===== src/rtl/stepper_drive.sv =====
// Stepper motor sequencer: jog or counted moves over an 8-entry half-step coil
// table, with a programmable step-period divider and signed position tracking.
module stepper_drive #(
  parameter int DIV_W = 16,
  parameter int POS_W = 16
) (
  input  logic             clk,
  input  logic             rst,
  input  logic             run,
  input  logic             dir,
  input  logic [1:0]       mode,
  input  logic [DIV_W-1:0] period,
  input  logic             energize,
  input  logic             move_start,
  input  logic [POS_W-1:0] move_steps,
  input  logic             abort,
  output logic [3:0]       motor,
  output logic [POS_W-1:0] position,
  output logic             busy,
  output logic             done
);

  typedef enum logic [1:0] {IDLE, JOG, MOVE} state_t;

  state_t           state_q, state_d;
  logic [2:0]       phase_q, phase_d;
  logic [POS_W-1:0] pos_q, pos_d;
  logic [POS_W-1:0] rem_q, rem_d;
  logic [DIV_W-1:0] div_q, div_d;
  logic [3:0]       motor_q, motor_d;
  logic             done_q, done_d;

  logic             step;
  logic [2:0]       delta;
  logic [DIV_W-1:0] reload;

  function automatic logic [3:0] coil(input logic [2:0] ph);
    case (ph)
      3'd0:    coil = 4'b1000;
      3'd1:    coil = 4'b1100;
      3'd2:    coil = 4'b0100;
      3'd3:    coil = 4'b0110;
      3'd4:    coil = 4'b0010;
      3'd5:    coil = 4'b0011;
      3'd6:    coil = 4'b0001;
      default: coil = 4'b1001;
    endcase
  endfunction

  // Divider counts down to zero; a step fires on the zero cycle, so loading
  // period-1 gives exactly max(period,1) clocks between steps.
  assign reload = (period == '0) ? '0 : period - DIV_W'(1);

  always_comb begin
    state_d = state_q;
    phase_d = phase_q;
    pos_d   = pos_q;
    rem_d   = rem_q;
    div_d   = div_q;
    done_d  = 1'b0;
    motor_d = energize ? coil(phase_q) : 4'b0000;
    step    = 1'b0;

    case (state_q)
      IDLE: begin
        div_d = '0;
        if (!abort) begin
          if (move_start) begin
            if (move_steps == '0) begin
              done_d = 1'b1;
            end else begin
              state_d = MOVE;
              rem_d   = move_steps;
              div_d   = reload;
            end
          end else if (run) begin
            state_d = JOG;
            div_d   = reload;
          end
        end
      end
      JOG: begin
        if (abort || !run) begin
          state_d = IDLE;
          div_d   = '0;
        end else if (div_q == '0) begin
          step  = 1'b1;
          div_d = reload;
        end else begin
          div_d = div_q - DIV_W'(1);
        end
      end
      MOVE: begin
        if (abort) begin
          state_d = IDLE;
          div_d   = '0;
        end else if (div_q == '0) begin
          step  = 1'b1;
          div_d = reload;
          rem_d = rem_q - POS_W'(1);
          if (rem_q == POS_W'(1)) begin
            state_d = IDLE;
            div_d   = '0;
            done_d  = 1'b1;
          end
        end else begin
          div_d = div_q - DIV_W'(1);
        end
      end
      default: begin
        state_d = IDLE;
        div_d   = '0;
      end
    endcase

    // Full-step settles on odd phases, wave on even; half always moves one.
    case (mode)
      2'b01:   delta = phase_q[0] ? 3'd2 : 3'd1;
      2'b10:   delta = phase_q[0] ? 3'd1 : 3'd2;
      default: delta = 3'd1;
    endcase

    if (step) begin
      phase_d = dir ? phase_q + delta : phase_q - delta;
      pos_d   = dir ? pos_q + POS_W'(1) : pos_q - POS_W'(1);
    end
  end

  always_ff @(posedge clk or posedge rst) begin
    if (rst) begin
      state_q <= IDLE;
      phase_q <= 3'd0;
      pos_q   <= '0;
      rem_q   <= '0;
      div_q   <= '0;
      motor_q <= 4'b0000;
      done_q  <= 1'b0;
    end else begin
      state_q <= state_d;
      phase_q <= phase_d;
      pos_q   <= pos_d;
      rem_q   <= rem_d;
      div_q   <= div_d;
      motor_q <= motor_d;
      done_q  <= done_d;
    end
  end

  assign motor    = motor_q;
  assign position = pos_q;
  assign busy     = (state_q == MOVE);
  assign done     = done_q;

endmodule


===== config.mk =====
export PLATFORM = sky130hd
export DESIGN_NAME = stepper_drive
export DESIGN_NICKNAME = d
export VERILOG_FILES = /design/src/rtl/stepper_drive.sv
export SDC_FILE = /design/constraint.sdc
export NUM_CORES = 1
export LEC_CHECK = 0
export ABC_AREA = 1
export ABC_CLOCK_PERIOD_IN_PS = 3640
export CORE_ASPECT_RATIO = 1.1
export CORE_MARGIN = 2
export CORE_UTILIZATION = 45
export CTS_BUF_LIST = sky130_fd_sc_hd__clkbuf_2
export DETAILED_ROUTE_END_ITERATION = 10
export PLACE_DENSITY = 0.77
export SLEW_MARGIN = 20
export SYNTH_ARGS = -nofsm -noshare
export SYNTH_HDL_FRONTEND = slang
export SYNTH_SLANG_ARGS = --single-unit

===== constraint.sdc =====
create_clock -name clk -period 3.64 [get_ports clk]
set_input_delay 0.728 -clock clk [delete_from_list [all_inputs] [get_ports clk]]
set_output_delay 0.728 -clock clk [all_outputs]
set_load 0.02 [all_outputs]

=== Word-level counts from Yosys, hierarchy flattened ===
Index checks and enable logic that the tools add are counted.

* Flip-flop bits (word level): 58
* Bits of input ports: 41
* Output and inout bits: 22
* Word-level logic and storage cells: 89

* $add $sub $neg: 7
* Equality and inequality tests: 21
* Mux-type cells: 44
* Reductions and logical operators: 10

{| class="wikitable"
|+ Operators by type and width
! cell !! count
|-
| two-way mux 16 bit || 16
|-
| subtractor 16 x 1 -> 16 bit (second input constant) || 4
|-
| zero test 16 bit || 3
|-
| one-hot mux 16 bit (3 select lines) || 1
|-
| one-hot mux 16 bit (2 select lines) || 1
|-
| one-hot mux 4 bit (7 select lines) || 1
|-
| two-way mux 2 bit || 10
|-
| adder 16 x 1 -> 16 bit (second input constant) || 1
|-
| equality test 16 x 1 -> 1 bit (second input constant) || 1
|-
| AND reduction 6 bit || 2
|-
| inequality test 2 bit (second input constant) || 5
|-
| equality test 3 bit (second input constant) || 3
|-
| two-way mux 1 bit || 9
|-
| equality test 3 x 2 -> 1 bit (second input constant) || 2
|-
| inequality test 3 x 2 -> 1 bit (second input constant) || 2
|-
| inequality test 3 bit (second input constant) || 2
|-
| one-hot mux 2 bit (3 select lines) || 1
|-
| equality test 2 x 1 -> 1 bit (second input constant) || 2
|-
| equality test 2 bit (second input constant) || 2
|-
| two-way mux 4 bit || 1
|-
| one-hot mux 1 bit (2 select lines) || 2
|-
| one-hot mux 2 bit (2 select lines) || 1
|-
| adder 3 bit || 1
|-
| equality test 3 x 1 -> 1 bit (second input constant) || 1
|-
| 8 further kinds || 8
|}

=== Depth between registers and ports, before layout ===
* Depth after elaboration: 6
* Gate-level depth with buffers: 13
* Gate-level depth less buffers: 13

=== Worst setup path before layout ===
OpenSTA, ideal clock, no wires.

* Kind: input -> register
* Start: input port mode[0]
* End: register phase_q[2]
* Library setup time: 0.126 ns
* Arrival: 2.445 ns
* Required time: 3.514 ns
* Slack: 1.070 ns
* Stages on the path: 10
* Path buffers: 0
* Cells stage by stage: inv_1 ha_1 nor3_1 ha_1 nand2_1 o21ai_0 fa_1 xnor2_1 nor2_1 xor2_1

* Longest elaborated chain between the ends: 4
* Elaborated cells on any way between the ends: 6
* Classes of those cells: add/sub (2); eq/ne (2); mux (2)

{| class="wikitable"
|+ RTL lines
! element !! RTL line !! source
|-
| start: declaration || 11 || <nowiki>input logic [1:0] mode,</nowiki>
|-
| equality test 2 bit / equality test 2 x 1 -> 1 bit (equally long branches) || 117 || <nowiki>case (mode)</nowiki>
|-
| one-hot mux 2 bit (2 select lines) * || 117 ||
|-
| subtractor 3 bit / adder 3 bit (equally long branches) || 124 || <nowiki>phase_d = dir ? phase_q + delta : phase_q - delta;</nowiki>
|-
| two-way mux 3 bit * || 124 ||
|-
| end signal: assignment || 140 || <nowiki>phase_q <= phase_d;</nowiki>
|-
| end: declaration || 26 || <nowiki>logic [2:0] phase_q, phase_d;</nowiki>
|}

Every way passes the cells marked *; elsewhere a longest branch is shown, timed or not.
A chain may end at the register's enable or synchronous reset.

=== Worst setup path after layout ===
* Start: register state_q[0]
* End: output port busy

* Longest elaborated chain between the ends: 1

{| class="wikitable"
|+ RTL lines
! element !! RTL line !! source
|-
| start: declaration || 25 || <nowiki>state_t state_q, state_d;</nowiki>
|-
| start signal: assignment || 139 || <nowiki>state_q <= state_d;</nowiki>
|-
| equality test 2 bit || 151 || <nowiki>assign busy = (state_q == MOVE);</nowiki>
|-
| end: declaration || 19 || <nowiki>output logic busy,</nowiki>
|}

No other way between the ends.

==> metrics.yaml <==
status: "finished clean"
clock_latency_ps: 520
dieArea_um2: 12160
drive_gt1_share_pct: 5.619
switching_share_pct: 51.98
synthTopCellsByArea: "dfrtp_1 (29%), nand2_1 (19%), inv_1 (8.0%)"
die_y_um: 115.4
reg2reg_slack_ps: 670
synth-seq-cells: 58
finalCriticalPeriod_ps: 3206
cts_tree: "yes"
finalCritPeriodShare_pct: 88.09
syn_area_per_cell_um2: 6.320
syn2layout_area_growth_pct: 17.16
endpoint_kind: "primary output"
p_sw_mw: 2.369
synth_nets: 874
cp.arrival_ps: 2480
totalWireLength_mm: 12.25
cp-start-kind: "register"
final_util_pct: 54.32
cts_root_buf: "clkbuf_2"
critPathKind: "reg -> out"
gp_congestion: 0.8911
worstPathRequired_ps: 2910
pre_cts_ws_ps: 423.7
synth_top_area_share_pct: 28.56
clockBufferDepth: 2
fin_ws_ps: 433.6
ys_types: 35
h-tree-depth: 3
cts_buffers: 9
drtIter0Drc: 199
firstDrtPassIters: 5
cts_resized: 0
report.final.slew_viol_count: 0
hold_violations: 0
antenna_found_initial: 0
wl_per_cell_um: 12.03
grt_pass1_wl_mm: 20.81
combPwrFrac_pct: 63.9
io_buffer_count: 62
design.core.area_um2: 10960
p_clk_share_pct: 10.6
clock-sinks: 58
regToRegStartpoint: "state_q[0]"
power_frac_seq_pct: 25.4
hpwl_mm: 9.322
synth_seq_area_share_pct: 28.56
vias: 5096
die_w_um: 105.3
ios: 63
slew_headroom_pct: 46.30
fmax_ghz: 0.3119
worst_r2r_path_depth: 8
skew_ps: 32.27
synthCells: 804
post-cts-setup-buffers: 0
synth_area_um2: 5081
ant_nets: 0
fillerInstances: 1097
crit_fanout: 21
grt_max_degree: 28
viasPerCell: 5.001
n_antenna_cell: 0
drc: 0
grtUsageTotal_pct: 20.89
tightest_slew_ps: 805.5
rows: 40
rsz0062_at_grt: "no"
hold_path_class: "in -> async"
whs_ps: 452.7
clk_pin_slew_ps: 190
final.setup.tns_ps: 0
startpoint: "state_q[0]"
first_global_vias: 4718
final_nets: 937
drv_cap: 0
peakVddDrop_mv: 0.3991
finalPower_mw: 4.557
power_leakage_nw: 3.052
yosysWarningCount: 0
r2r-end: "position[7]"
critPathCapture: "busy"
overflow: 0
setup_viol_count_final: 0
internal_power_mw: 2.188
yosysTopAreaCell: "dfrtp_1"
initial_core_util_pct: 46.36
power-per-cell-area_nw_per_um2: 765.5
holdBufCountCts: 0
==> cells by family after synthesis <==
group	synth area share, %
buf+inv	10.05
compound gates	10.98
xor+xnor	3.792
fa+ha+maj	7.437
simple gates	39.18
flops	28.56
==> sequential cells by signal (all words and copies together) (netlist names) <==
signal	count
state_q	2
rem_q	16
motor	4
position	16
div_q	16
done	1
phase_q	3
==> power groups by stage <==
stage	clock network [mW]	logic [mW]	registers (mW)
after global placement	0	2.86	1.17
after CTS	0.492	2.91	1.16
after floorplan	0	2.20	1.20
after global routing	0.517	3.30	1.20
final	0.484	2.91	1.16
after detailed placement	0	2.89	1.17
==> layout by cell type (no fill, tap or decap), types with 4 or more instances in the layout <==
cell / count
nand4_1: 9
o21ai_2: 6
clkdlybuf4s50_1: 62
clkbuf_2: 10
ha_1: 27
xor2_1: 13
xnor2_1: 9
nor3_1: 6
nand2_2: 5
dfrtp_1: 58
o21ai_0: 45
inv_2: 4
nor2_4: 4
nand3_1: 80
nor2_1: 94
nand2_1: 252
o21ai_1: 8
nor2_2: 5
inv_1: 107
a21oi_1: 39
==> how the worst min path moves through the flow <==
stage,from,to,slack (ps),cells after the start
global route,rst,phase_q[0],460,2
finish,rst,phase_q[1],450,2
floorplan,phase_q[2],phase_q[2],460,1
detailed placement,phase_q[2],phase_q[2],500,1
global placement,phase_q[2],phase_q[2],500,1
CTS,rst,phase_q[1],460,2
==> routing by layer <==
metal  track usage [%]  vias to the layer above  routed length [µm]
li1                  -                     2685                   -
met1             25.90                     2279                5578
met2             37.25                      118                5943
met3             3.600                       14                 558
met4             6.489                        0                 174
met5                 0                        -                   0
==> worst max-delay path, stage by stage (launching register included) <==
cell and delay, ps:
dfrtp_1 450, inv_1 90, ha_1 680, clkdlybuf4s50_1 740
==> synthesized netlist by cell type, drive strengths merged <==
cell	n
a21boi	1
a31oi	1
dfrtp	58
o22ai	2
a21oi	39
nor4	1
nor2	104
clkbuf	5
nand3b	2
o21bai	2
nand4	9
nand3	83
xor2	13
buf	8
o21ai	59
fa	2
inv	111
nor3	6
ha	27
xnor2	9
clkinv	2
and2	1
nand2	257
or2	2
==> layout make-up <==
class | count | area [µm²] | area share, %
Multi-Input combinational cell | 620 | 3119 | 52.40
Sequential cell | 58 | 1451 | 24.38
Timing Repair Buffer | 65 | 643.1 | 10.80
Inverter | 113 | 424.2 | 7.125
Tap cell | 147 | 183.9 | 3.090
Clock inverter | 6 | 81.33 | 1.366
Clock buffer | 10 | 50.05 | 0.8407
==> metrics by stage <==
stage          cell area [µm²]  instances
2_1_floorplan             5081        804
3_3_place_gp              5822       1003
3_5_place_dp              5822       1003
4_1_cts                   5953       1019
5_1_grt                   5953       1019
6_report                  5953       1019
No activity file was read; power rests on OpenSTA's default activity.
